==> config.mk <==
export PLATFORM = sky130hd
export DESIGN_NAME = alu_arbiter
export DESIGN_NICKNAME = d
export VERILOG_FILES = /design/src/rtl/alu_pkg.sv /design/src/rtl/alu.sv /design/src/rtl/alu_arbiter.sv
export SDC_FILE = /design/constraint.sdc
export NUM_CORES = 1
export LEC_CHECK = 0
export CAP_MARGIN = 20
export CORE_MARGIN = 3
export CORE_UTILIZATION = 44
export DETAILED_ROUTE_END_ITERATION = 10
export GPL_TIMING_DRIVEN = 0
export MAX_ROUTING_LAYER = met4
export PLACE_DENSITY_LB_ADDON = 0.1
export SKIP_LAST_GASP = 1
export SLEW_MARGIN = 20
export SYNTH_ARGS = -nofsm -noshare
export SYNTH_HDL_FRONTEND = slang
export SYNTH_SLANG_ARGS = --single-unit
export TNS_END_PERCENT = 1
==> constraint.sdc <==
create_clock -name clk -period 2.2 [get_ports clk]
set_input_delay 0.55 -clock clk [delete_from_list [all_inputs] [get_ports clk]]
set_output_delay 0.55 -clock clk [all_outputs]
set_load 0.05 [all_outputs]
==> src/rtl/alu_pkg.sv <==
// Shared types and constants for the two-requester ALU arbiter and its datapath.
package alu_pkg;

  localparam int NUM_REQ = 2;

  typedef enum logic [2:0] {
    ALU_ADD = 3'd0,
    ALU_EQ  = 3'd1
  } alu_ctrl_e;

  typedef enum logic [1:0] {
    IDLE,
    EXEC,
    RESP
  } arb_state_e;

endpackage

==> src/rtl/alu.sv <==
// Single-cycle ALU: sum for add ops, operand equality always available.
module alu
  import alu_pkg::*;
#(
  parameter int Data_width = 32
) (
  input  logic [Data_width-1:0] op1_i,
  input  logic [Data_width-1:0] op2_i,
  input  logic [2:0]            ctrl_i,
  output logic [Data_width-1:0] result_o,
  output logic                  eq_o
);

  assign result_o = (ctrl_i == ALU_ADD) ? (op1_i + op2_i) : '0;
  assign eq_o     = (op1_i == op2_i);

endmodule

==> src/rtl/alu_arbiter.sv <==
// Round-robin sharing of one ALU between two valid/ready requesters,
// one operation in flight, operands and results both registered.
module alu_arbiter
  import alu_pkg::*;
#(
  parameter int DATA_WIDTH = 32
) (
  input  logic                  clk,
  input  logic                  rst_n,
  input  logic                  req0_valid,
  output logic                  req0_ready,
  input  logic [DATA_WIDTH-1:0] req0_op1,
  input  logic [DATA_WIDTH-1:0] req0_op2,
  input  logic [2:0]            req0_ctrl,
  output logic                  rsp0_valid,
  input  logic                  rsp0_ready,
  output logic [DATA_WIDTH-1:0] rsp0_data,
  output logic                  rsp0_eq,
  input  logic                  req1_valid,
  output logic                  req1_ready,
  input  logic [DATA_WIDTH-1:0] req1_op1,
  input  logic [DATA_WIDTH-1:0] req1_op2,
  input  logic [2:0]            req1_ctrl,
  output logic                  rsp1_valid,
  input  logic                  rsp1_ready,
  output logic [DATA_WIDTH-1:0] rsp1_data,
  output logic                  rsp1_eq,
  output logic                  busy,
  output logic                  last_grant
);

  arb_state_e                           state_q;
  logic                                 prio_q;
  logic                                 last_grant_q;
  logic                                 id_q;
  logic [2:0]                           ctrl_q;
  logic [DATA_WIDTH-1:0]                op1_q;
  logic [DATA_WIDTH-1:0]                op2_q;
  logic [NUM_REQ-1:0]                   rsp_valid_q;
  logic [NUM_REQ-1:0]                   rsp_eq_q;
  logic [NUM_REQ-1:0][DATA_WIDTH-1:0]   rsp_data_q;

  logic                  grant0;
  logic                  grant1;
  logic [NUM_REQ-1:0]    rsp_ready_vec;
  logic [DATA_WIDTH-1:0] alu_result;
  logic                  alu_eq;
  logic [DATA_WIDTH-1:0] res_data_d;
  logic                  res_eq_d;

  // A lone valid wins outright; a tie goes to the requester named by prio.
  assign grant0 = req0_valid && (!req1_valid || !prio_q);
  assign grant1 = req1_valid && (!req0_valid ||  prio_q);

  assign req0_ready    = (state_q == IDLE) && grant0;
  assign req1_ready    = (state_q == IDLE) && grant1;
  assign rsp_ready_vec = {rsp1_ready, rsp0_ready};

  alu #(
    .Data_width(DATA_WIDTH)
  ) u_alu (
    .op1_i   (op1_q),
    .op2_i   (op2_q),
    .ctrl_i  (ctrl_q),
    .result_o(alu_result),
    .eq_o    (alu_eq)
  );

  // Only the field defined by the op is forwarded; the other is forced to 0.
  always_comb begin
    res_data_d = '0;
    res_eq_d   = 1'b0;
    case (ctrl_q)
      ALU_ADD: res_data_d = alu_result;
      ALU_EQ:  res_eq_d   = alu_eq;
      default: ;
    endcase
  end

  always_ff @(posedge clk or negedge rst_n) begin
    if (!rst_n) begin
      state_q      <= IDLE;
      prio_q       <= 1'b0;
      last_grant_q <= 1'b0;
      id_q         <= 1'b0;
      ctrl_q       <= '0;
      op1_q        <= '0;
      op2_q        <= '0;
      rsp_valid_q  <= '0;
      rsp_eq_q     <= '0;
      rsp_data_q   <= '0;
    end else begin
      case (state_q)
        IDLE: begin
          if (req0_valid && req0_ready) begin
            id_q         <= 1'b0;
            ctrl_q       <= req0_ctrl;
            op1_q        <= req0_op1;
            op2_q        <= req0_op2;
            last_grant_q <= 1'b0;
            state_q      <= EXEC;
          end else if (req1_valid && req1_ready) begin
            id_q         <= 1'b1;
            ctrl_q       <= req1_ctrl;
            op1_q        <= req1_op1;
            op2_q        <= req1_op2;
            last_grant_q <= 1'b1;
            state_q      <= EXEC;
          end
        end
        EXEC: begin
          rsp_data_q[id_q]  <= res_data_d;
          rsp_eq_q[id_q]    <= res_eq_d;
          rsp_valid_q[id_q] <= 1'b1;
          state_q           <= RESP;
        end
        RESP: begin
          // The owner of the finished op yields priority to the other side.
          if (rsp_ready_vec[id_q]) begin
            rsp_valid_q[id_q] <= 1'b0;
            prio_q            <= ~id_q;
            state_q           <= IDLE;
          end
        end
        default: state_q <= IDLE;
      endcase
    end
  end

  assign rsp0_valid = rsp_valid_q[0];
  assign rsp1_valid = rsp_valid_q[1];
  assign rsp0_data  = rsp_data_q[0];
  assign rsp1_data  = rsp_data_q[1];
  assign rsp0_eq    = rsp_eq_q[0];
  assign rsp1_eq    = rsp_eq_q[1];
  assign busy       = (state_q != IDLE);
  assign last_grant = last_grant_q;

endmodule

==> results.sh, run 1 <==
export IMPL_drc_errors=0
export IMPL_whs_ns=0.0495
export IMPL_cp_cell_sequence="ha_4 -> a21o_1 -> a31oi_4 -> a21o_1 -> nand3b_1 -> a221oi_2 -> o31ai_1 -> xor2_1 -> a22o_1"
export IMPL_nets=1278
export IMPL_drv_slew=0
export IMPL_synthSimpleGateAreaFrac_pct=19.1
export IMPL_grt_pass1_wl_um=36300
export IMPL_rsz0062_at_grt="true"
export IMPL_path_class="reg -> reg"
export IMPL_netlist_instances=863
export IMPL_syn_area_per_cell_um2=8.73
export IMPL_grt_pass1_vias=6970
export IMPL_finalCritPeriodShare_pct=117
export IMPL_grt_max_degree=76
export IMPL_syn_area_mm2=0.00754
export IMPL_ys_types=60
export IMPL_diodes=0
export IMPL_area_growth_pct=45.3
export IMPL_status="finished with violations"
export IMPL_cts_sinks=139
export IMPL_synthMuxAreaShare_pct=0.299
export IMPL_powerDensity_mw_per_mm2=1970
export IMPL_htree_levels=4
export IMPL_drtAntennaViolNets=0
export IMPL_total_power_mw=21.6
export IMPL_relSlewSlack_pct=55.6
export IMPL_p_int_mw=11.2
export IMPL_synth_xor_xnor_area_share_pct=3.37
export IMPL_drv_cap=0
export IMPL_startpoint_type="register"
export IMPL_io_buffer_count=211
export IMPL_place_inst=1295
export IMPL_syn_nets=1035
export IMPL_peakVddDrop_uv=832
export IMPL_dr_pass1_iters=5
export IMPL_register_area_mm2=0.00348
export IMPL_tightest_slew_ns=0.666
export IMPL_ys_seq_area_share_pct=46.2
export IMPL_period_minus_slack_ns=2.58
export IMPL_initial_core_util_pct=45.1
export IMPL_path_common_cell="a21o_1"
export IMPL_root_buffer="clkbuf_16"
export IMPL_cp_slowest_cell="dfrtp_1"
export IMPL_p_seq_share_pct=21.7
export IMPL_synth_compound_area_share_pct=21.0
export IMPL_viasPerCell=5.39
export IMPL_clk_latency_ns=0.42
export IMPL_violations="negative setup slack"
export IMPL_switching_share_pct=48.1
export IMPL_die_y_um=137
export IMPL_coreArea_mm2=0.0167
export IMPL_worstPathRequired_ns=2.56
export IMPL_routed_wirelength_um=23400
export IMPL_yosysWarnings=0
export IMPL_synth_adder_area_share_pct=5.41
export IMPL_num_rows=47
export IMPL_fin_ws_ns=-0.383
export IMPL_cp_top_family="compound AO/OA/AOI/OAI gates"
export IMPL_leakagePower_nw=4.70
export IMPL_drive_gt1_share_pct=10.7
export IMPL_routedWlPerCell_um=17.5
export IMPL_finalSetupViolCount=56
export IMPL_preCtsSetupSlack_ns=-1.38
export IMPL_hold_viol_final=0
export IMPL_antenna_found_initial=0
export IMPL_ys_seq_elements=139
export IMPL_arrival_ns=2.94
export IMPL_max_freq_mhz=387
export IMPL_finalClockSkew_ns=0.00720
export IMPL_numCtsBuffers=17
export IMPL_grt_util_all_layers_pct=25.7
export IMPL_die_w_um=137
export IMPL_ios=212
export IMPL_synth_main_ff_cell="dfrtp_1"
export IMPL_fillers=1387
export IMPL_stdcell_count=1339
export IMPL_end_kind="register"
export IMPL_p_switching_mw=10.4
export IMPL_dp_hpwl_um=18000
export IMPL_combPwrFrac_pct=63.2
export IMPL_place_gp_congestion=0.902
export IMPL_multiInputGateArea_mm2=0.00393
export IMPL_pwr_share_clk_pct=15.0
export IMPL_hp_class="in -> async"
export IMPL_drt_iter0_drc=496
export IMPL_clockBufferDepth=2
export IMPL_crit_fanout=6
export IMPL_synth_edf_count=0
export IMPL_cts_tree="yes"
export IMPL_final_cell_mix="nand2_1, clkdlybuf4s50_1, dfrtp_1"
export IMPL_num_vias=7218
export IMPL_clkTransAtPathRegs_ns=0.06
export IMPL_synth_top_family_by_area="compound AO/OA/AOI/OAI gates"
export IMPL_synthArstFlopShare_pct=100
export IMPL_die_area_mm2=0.0187
export IMPL_slowest_delay_ns=0.43
export IMPL_overflow=0
export IMPL_mostFrequentLayoutCell="nand2_1"
export IMPL_cp_buffers_inverters=0
## final cells by class
cell class | instances | share of cell area [%]
Sequential cell | 139 | 31.8
Clock buffer | 18 | 3.92
Timing Repair Buffer | 225 | 20.4
Inverter | 11 | 0.377
Tap cell | 220 | 2.51
Multi-Input combinational cell | 656 | 35.9
Clock inverter | 14 | 2.21
Buffer | 56 | 2.91
## per-layer routing
layer	vias to the layer above	wire (um)	track usage [%]
met1	3442	11000	36.7
met2	247	10700	38.5
li1	3503	-	-
met5	-	0	-
met3	26	1400	4.41
met4	0	310	6.10
## synth_stat cells, drive strengths merged (3+ instances only)
master,n,area [um^2]
a21o,9,67.6
o31ai,4,30.0
nor4,8,56.3
and3,4,26.3
nand3,7,35.0
a21bo,3,30.0
o21ai,64,335
nor2b,5,31.3
nor3,7,35.0
buf,18,146
nand4,5,31.3
a31oi,73,478
a22o,24,210
a21oi,43,245
nor2,87,327
a211oi,3,32.5
xor2,11,96.3
dfrtp,139,3480
o21a,5,37.5
ha,31,388
xnor2,18,158
nand2,222,833
clkbuf,38,154
inv,11,41.3
## kinds of logic (layout without fill, tap and decap cells)
logic type      count (synthesis)  count (layout)
buf+inv                        68             324
flops                         139             139
fa+ha+maj                      32              32
compound gates                240             240
xor+xnor                       29              29
mux                             2               2
simple gates                  353             353
## registers in the layout, summed over array words and instances, names as in the netlist, named ones only
signal     cells
rsp0_data     32
ctrl_q         3
prio_q         1
state_q        2
rsp_eq_q       2
id_q           1
op1_q         32
op2_q         32
rsp1_data     32
## through the flow
step	area, um^2	TNS (ns)	utilization [%]
floorplan	7540	-2.26	-
global placement	9920	-726.30	59.4
detailed placement	9960	-52.56	59.6
CTS	10800	-13.58	64.6
global route	10900	-20.93	65.5
finish	10900	-11.86	65.5
## what timing repair did
item / 4_1_cts / 5_1_grt
hold buffers: 0 / 0
pin swaps: 12 / 21
setup buffers: 5 / 8
setup endpoints to repair: 91 / 103
resized for setup: 41 / 22
## worst register-to-register path: stages (launching register included)
cell and delay, ns:
dfrtp_1 0.43, ha_4 0.30, a21o_1 0.23, a31oi_4 0.23
a21o_1 0.17, nand3b_1 0.13, a221oi_2 0.36, o31ai_1 0.13
xor2_1 0.34, a22o_1 0.19
## final timing paths
check	slack (ns)	end	start	depth (start not counted)
worst max-delay path	-0.38	rsp1_data[17]	op1_q[4]	9
worst min-delay path	0.05	async pin	rst_n	1
worst max register to register	-0.38	rsp1_data[17]	op1_q[4]	9
worst min register to register	0.47	rsp1_data[21]	rsp1_data[21]	2
max in group asynchronous	1.42	rsp0_data[27]	rst_n	2
min in group clk	0.47	rsp1_data[21]	rsp1_data[21]	2
## power groups by stage
stage          combinational, mW  clock (mW)  sequential [mW]
4_1_cts                     13.0        3.26             4.63
6_report                    13.6        3.24             4.69
5_1_grt                     14.8        3.38             4.80
2_1_floorplan               7.23           0             6.12
3_3_place_gp                12.3           0             4.64
3_5_place_dp                12.4           0             4.66
No activity file was read; power rests on OpenSTA's default activity.
==> run 2: changes to the inputs <==
--- a/config.mk
+++ b/config.mk
@@ -12,6 +12,7 @@
 export GPL_TIMING_DRIVEN = 0
 export MAX_ROUTING_LAYER = met4
 export PLACE_DENSITY_LB_ADDON = 0.1
+export REMOVE_ABC_BUFFERS = 1
 export SKIP_LAST_GASP = 1
 export SLEW_MARGIN = 20
 export SYNTH_ARGS = -nofsm -noshare
==> run 2 against run 1 <==
Against the previous run:
- the flow still finishes with violations (negative setup slack)
- wire length decreased by 3.9%
- final cell count fell by 3.9%
- sequential cell count did not move
- hold slack lost 0.0053 ns
- die area did not move
- combinational power is 4% lower
- first-iteration DRC count grew 7.9%
- maximum frequency down 2.7%
- utilization fell by 2.3 points
- power is 5.5% lower
- sequential share of layout area grew 1.1 points
- cell area shrank 3.5%
- largest cell class unchanged
- largest power group unchanged
==> results.sh, run 2 (same netlist as run 1, synthesis figures left out) <==
export IMPL_fin_ws_ns=-0.455
export IMPL_grt_pass1_wl_um=35400
export IMPL_arrival_ns=3.01
export IMPL_initial_core_util_pct=45.1
export IMPL_ctsHoldBuffers=0
export IMPL_overflow=0
export IMPL_root_buffer="clkbuf_16"
export IMPL_htree_levels=4
export IMPL_hold_viol_final=0
export IMPL_diodes=0
export IMPL_area_growth_pct=40.2
export IMPL_nets=1226
export IMPL_drtAntennaViolNets=0
export IMPL_critPathCapture="rsp0_data[20]"
export IMPL_path_class="reg -> reg"
export IMPL_grt_util_all_layers_pct=25.1
export IMPL_finalSetupViolCount=52
export IMPL_grt_max_degree=82
export IMPL_viasPerCell=5.40
export IMPL_rsz0062_at_grt="true"
export IMPL_peakVddDrop_uv=1000
export IMPL_numCtsBuffers=17
export IMPL_cts_tree="yes"
export IMPL_fillers=1435
export IMPL_dp_hpwl_um=15400
export IMPL_timing_rr_end="rsp0_data[20]"
export IMPL_die_y_um=137
export IMPL_leakagePower_nw=4.51
export IMPL_status="finished with violations"
export IMPL_antenna_found_initial=0
export IMPL_clk_latency_ns=0.43
export IMPL_finalClockSkew_ns=0.00719
export IMPL_clkTransAtPathRegs_ns=0.06
export IMPL_finalCritPeriodShare_pct=121
export IMPL_routedWlPerCell_um=17.5
export IMPL_drv_cap=0
export IMPL_io_buffer_count=211
export IMPL_die_area_mm2=0.0187
export IMPL_ios=212
export IMPL_finalSetupTns_ns=-14.99
export IMPL_num_rows=47
export IMPL_final_cell_mix="nand2_1, clkdlybuf4s50_1, dfrtp_1"
export IMPL_place_inst=1243
export IMPL_r2r_cells=11
export IMPL_crit_fanout=3
export IMPL_place_gp_congestion=0.876
export IMPL_drv_slew=0
export IMPL_drt_iter0_drc=535
export IMPL_tightest_slew_ns=0.915
export IMPL_routed_wirelength_um=22500
export IMPL_drive_gt1_share_pct=9.84
export IMPL_drc_errors=0
export IMPL_total_power_mw=20.4
export IMPL_num_vias=6945
export IMPL_end_kind="register"
export IMPL_worstPathRequired_ns=2.55
export IMPL_reg2reg_slack_ns=-0.46
export IMPL_die_w_um=137
export IMPL_critPathLaunch="op1_q[0]"
export IMPL_max_freq_mhz=377
export IMPL_powerDensity_mw_per_mm2=1930
export IMPL_cts_sinks=139
export IMPL_period_minus_slack_ns=2.66
export IMPL_violations="negative setup slack"
export IMPL_coreArea_mm2=0.0167
export IMPL_worstReg2RegStart="op1_q[0]"
export IMPL_clockBufferDepth=2
export IMPL_relSlewSlack_pct=38.8
export IMPL_mostFrequentLayoutCell="nand2_1"
export IMPL_dr_pass1_iters=5
export IMPL_stdcell_count=1287
export IMPL_hp_class="in -> async"
export IMPL_startpoint_type="register"
export IMPL_grt_pass1_vias=6779
-- run 2: cell types whose count changed in the layout (fill, tap and decap cells not counted), sizes merged --
cell           previous run  this run
clkdlybuf4s50           208       207
clkinvlp                  1         3
buf                      36        17
clkinv                    5         4
nand3                     7        10
inv                      13        17
clkbuf                   54        19
dlygate4sd2               0         1
bufinv                    6         0
-- run 2: how the worst min path moves through the flow --
| stage | to | slack (ns) | depth (start not counted) |
|---|---|---|---|
| 6_report | op1_q[2] | 0.04 | 1 |
| 2_1_floorplan | async pin | 0.25 | 0 |
| 5_1_grt | op1_q[4] | 0.07 | 1 |
| 3_3_place_gp | rsp0_data[1] | 0.46 | 2 |
| 3_5_place_dp | rsp0_data[1] | 0.47 | 2 |
| 4_1_cts | op1_q[2] | 0.06 | 1 |
-- run 2: metal layers --
metal | share of wire (%) | wire length, um | vias to the layer above | track usage [%]
met5 | 0 | 0 | - | -
met4 | 2.4 | 541 | 0 | 9.09
met3 | 5.8 | 1310 | 33 | 5.37
met2 | 45 | 10100 | 230 | 37.0
met1 | 47 | 10500 | 3281 | 34.3
li1 | - | - | 3401 | -
-- run 2: critical path, cell delays in order, from the launching register on --
cell and delay, ns:
dfrtp_1 0.39, ha_4 0.17, inv_1 0.05, fa_2 0.37, nor2b_4 0.14, o2111ai_2 0.13
a211oi_2 0.33, a21oi_2 0.14, a21oi_2 0.27, xor2_1 0.27, nand2_1 0.15, o21ai_2 0.17
-- run 2: timing repair --
action	CTS	global route
pin swaps	10	8
endpoints found under the setup margin	123	82
cloned	3	0
gates resized for setup	33	12
hold endpoints to repair	0	0
setup buffers	6	3
-- run 2: metrics by stage --
| step | instance area (um^2) | util, % | hold WS, ns | setup WS, ns |
|---|---|---|---|---|
| after detailed placement | 9780 | 58.6 | 0.466 | -1.69 |
| after floorplan | 7220 | - | 0.254 | -2.47 |
| after global placement | 9610 | 57.6 | 0.460 | -5.00 |
| after CTS | 10500 | 62.8 | 0.0573 | -0.446 |
| after global routing | 10600 | 63.3 | 0.0699 | -0.567 |
| final | 10600 | 63.3 | 0.0442 | -0.455 |
-- run 2: layout make-up --
| class | instances | area [um^2] | share of cell area, % |
|---|---|---|---|
| Clock buffer | 19 | 443 | 4.19 |
| Timing Repair Buffer | 226 | 2310 | 21.8 |
| Inverter | 11 | 57.6 | 0.545 |
| Multi-Input combinational cell | 659 | 3890 | 36.8 |
| Sequential cell | 139 | 3480 | 32.9 |
| Clock inverter | 13 | 111 | 1.05 |
| Tap cell | 220 | 275 | 2.61 |
-- run 2: power by group --
group	switching, mW	internal (mW)	leakage (nW)
registers	0.861	3.75	1.76
logic	8.10	4.95	2.48
clock network	1.22	1.50	0.265
==> run 3: changes to the inputs <==
--- a/config.mk
+++ b/config.mk
@@ -7,11 +7,12 @@
 export LEC_CHECK = 0
 export CAP_MARGIN = 20
 export CORE_MARGIN = 3
-export CORE_UTILIZATION = 44
+export CORE_UTILIZATION = 45
 export DETAILED_ROUTE_END_ITERATION = 10
+export DONT_BUFFER_PORTS = 1
 export GPL_TIMING_DRIVEN = 0
 export MAX_ROUTING_LAYER = met4
-export PLACE_DENSITY_LB_ADDON = 0.1
+export PLACE_DENSITY = 0.73
 export REMOVE_ABC_BUFFERS = 1
 export SKIP_LAST_GASP = 1
 export SLEW_MARGIN = 20
==> run 3 against run 2 <==
Against the previous run:
- the flow finishes with violations (negative hold slack, negative setup slack)
- clock skew decreased by 0.00053 ns
- die area decreased by 2.1%
- via count decreased by 11%
- largest cell class unchanged
- highest routed layer unchanged
==> results.sh, run 3 (same netlist as run 1, synthesis figures left out) <==
export IMPL_clkTransAtPathRegs_ns=0.06
export IMPL_tightest_slew_ns=0.958
export IMPL_die_w_um=135
export IMPL_routed_wirelength_um=21200
export IMPL_fillers=1500
export IMPL_preCtsSetupSlack_ns=-0.556
export IMPL_area_growth_pct=12.9
export IMPL_relSlewSlack_pct=35.9
export IMPL_status="finished with violations"
export IMPL_fin_ws_ns=-0.432
export IMPL_drc_errors=0
export IMPL_drt_iter0_drc=450
export IMPL_finalSetupViolCount=49
export IMPL_crit_fanout=3
export IMPL_violations="negative hold slack, negative setup slack"
export IMPL_num_rows=46
export IMPL_finalCritPeriodShare_pct=120
export IMPL_die_area_mm2=0.0183
export IMPL_worstPathRequired_ns=2.55
export IMPL_cts_sinks=139
export IMPL_num_vias=6202
export IMPL_hp_class="in -> async"
export IMPL_drv_slew=0
export IMPL_clockBufferDepth=2
export IMPL_max_freq_mhz=380
export IMPL_arrival_ns=2.98
export IMPL_nets=1012
export IMPL_cp_cell_sequence="ha_2 -> inv_1 -> fa_2 -> nor2b_4 -> o2111ai_4 -> a211oi_4 -> a21oi_2 -> buf_4 -> buf_4 -> xnor2_1 -> a22o_1"
export IMPL_final_cell_mix="nand2_1, dfrtp_1, nor2_1"
export IMPL_cts_tree="yes"
export IMPL_drtAntennaViolNets=0
export IMPL_viasPerCell=5.81
export IMPL_hold_viol_final=139
export IMPL_dp_hpwl_um=14300
export IMPL_post_route_util_pct=52.8
export IMPL_whs_ns=-0.171
export IMPL_period_minus_slack_ns=2.63
export IMPL_numCtsBuffers=17
export IMPL_mostFrequentLayoutCell="nand2_1"
export IMPL_io_buffer_count=0
export IMPL_path_class="reg -> reg"
export IMPL_routedWlPerCell_um=19.9
export IMPL_grt_pass1_vias=6068
export IMPL_grt_max_degree=140
export IMPL_drv_cap=0
export IMPL_grt_util_all_layers_pct=23.9
export IMPL_overflow=0
export IMPL_clk_latency_ns=0.41
export IMPL_dr_pass1_iters=5
export IMPL_path_common_cell="buf_4"
export IMPL_diodes=0
export IMPL_ios=212
export IMPL_root_buffer="clkbuf_16"
export IMPL_slowest_delay_ns=0.39
export IMPL_drive_gt1_share_pct=11.4
export IMPL_cp_slowest_cell="fa_2"
export IMPL_initial_core_util_pct=46.8
export IMPL_rsz0062_at_grt="true"
export IMPL_grt_pass1_wl_um=33100
export IMPL_antenna_found_initial=0
export IMPL_die_y_um=135
export IMPL_htree_levels=4
export IMPL_startpoint_type="register"
export IMPL_place_gp_congestion=0.863
export IMPL_coreArea_mm2=0.0161
export IMPL_finalClockSkew_ns=0.00666
export IMPL_end_kind="register"
==> run 3: repair_timing <==
| action | CTS | global route |
|---|---|---|
| buffers inserted | 3 | 4 |
| cloned | 3 | 0 |
| setup endpoints to repair | 118 | 51 |
| resized for setup | 19 | 15 |
| hold endpoints to repair | 139 | 139 |
| pin swaps | 6 | 6 |
==> run 3: final cells by class <==
cell class,count,area (um^2),area share [%]
tap,216,270,3.18
multi-input combinational,659,3920,46.0
inverter,11,57.6,0.676
sequential,139,3480,40.9
timing repair buffer,12,151,1.78
clock inverter,11,168,1.97
clock buffer,20,467,5.48
==> run 3: critical path, delay by kind of cell, from the launching register on <==
kind | cells | cell delay, ns
compound gates | 4 | 0.78
fa+ha+maj | 2 | 0.58
flops | 1 | 0.36
buf+inv | 3 | 0.34
xor+xnor | 1 | 0.33
simple gates | 1 | 0.16
==> run 3: per-stage QoR <==
stage                     cell area (um^2)  TNS (ns)  instances
after detailed placement              7630    -26.98       1027
final                                 8510    -14.20       1068
after global routing                  8510    -20.89       1068
after CTS                             8400    -14.05       1064
after global placement                7490   -244.62       1022
after floorplan                       7220   -107.15        806
==> run 3: path summary, 6_finish.rpt <==
check	startpoint	end	slack, ns	depth (start not counted)
setup / recovery	op1_q[0]	rsp1_data[12]	-0.43	11
hold / removal	rst_n	async pin	-0.17	0
setup reg to reg	op1_q[0]	rsp1_data[12]	-0.43	11
hold reg to reg	prio_q	prio_q	0.53	2
max in group asynchronous	rst_n	op2_q[5]	2.20	0
min in group clk	req1_op1[29]	op1_q[29]	0.28	2
==> run 3: routing by layer <==
| layer | part of all wire [%] | vias to the layer above | wire length [um] | global-route usage (%) |
|---|---|---|---|---|
| met5 | 0 | - | 0 | - |
| met4 | 1.2 | 0 | 245 | 6.89 |
| met3 | 6.8 | 15 | 1440 | 4.94 |
| met2 | 46 | 228 | 9810 | 36.1 |
| met1 | 46 | 2988 | 9720 | 32.8 |
| li1 | - | 2971 | - | - |
Power of run 3 is not shown: default switching activity piles up to over one toggle a cycle in this logic, so the estimate is an artifact.
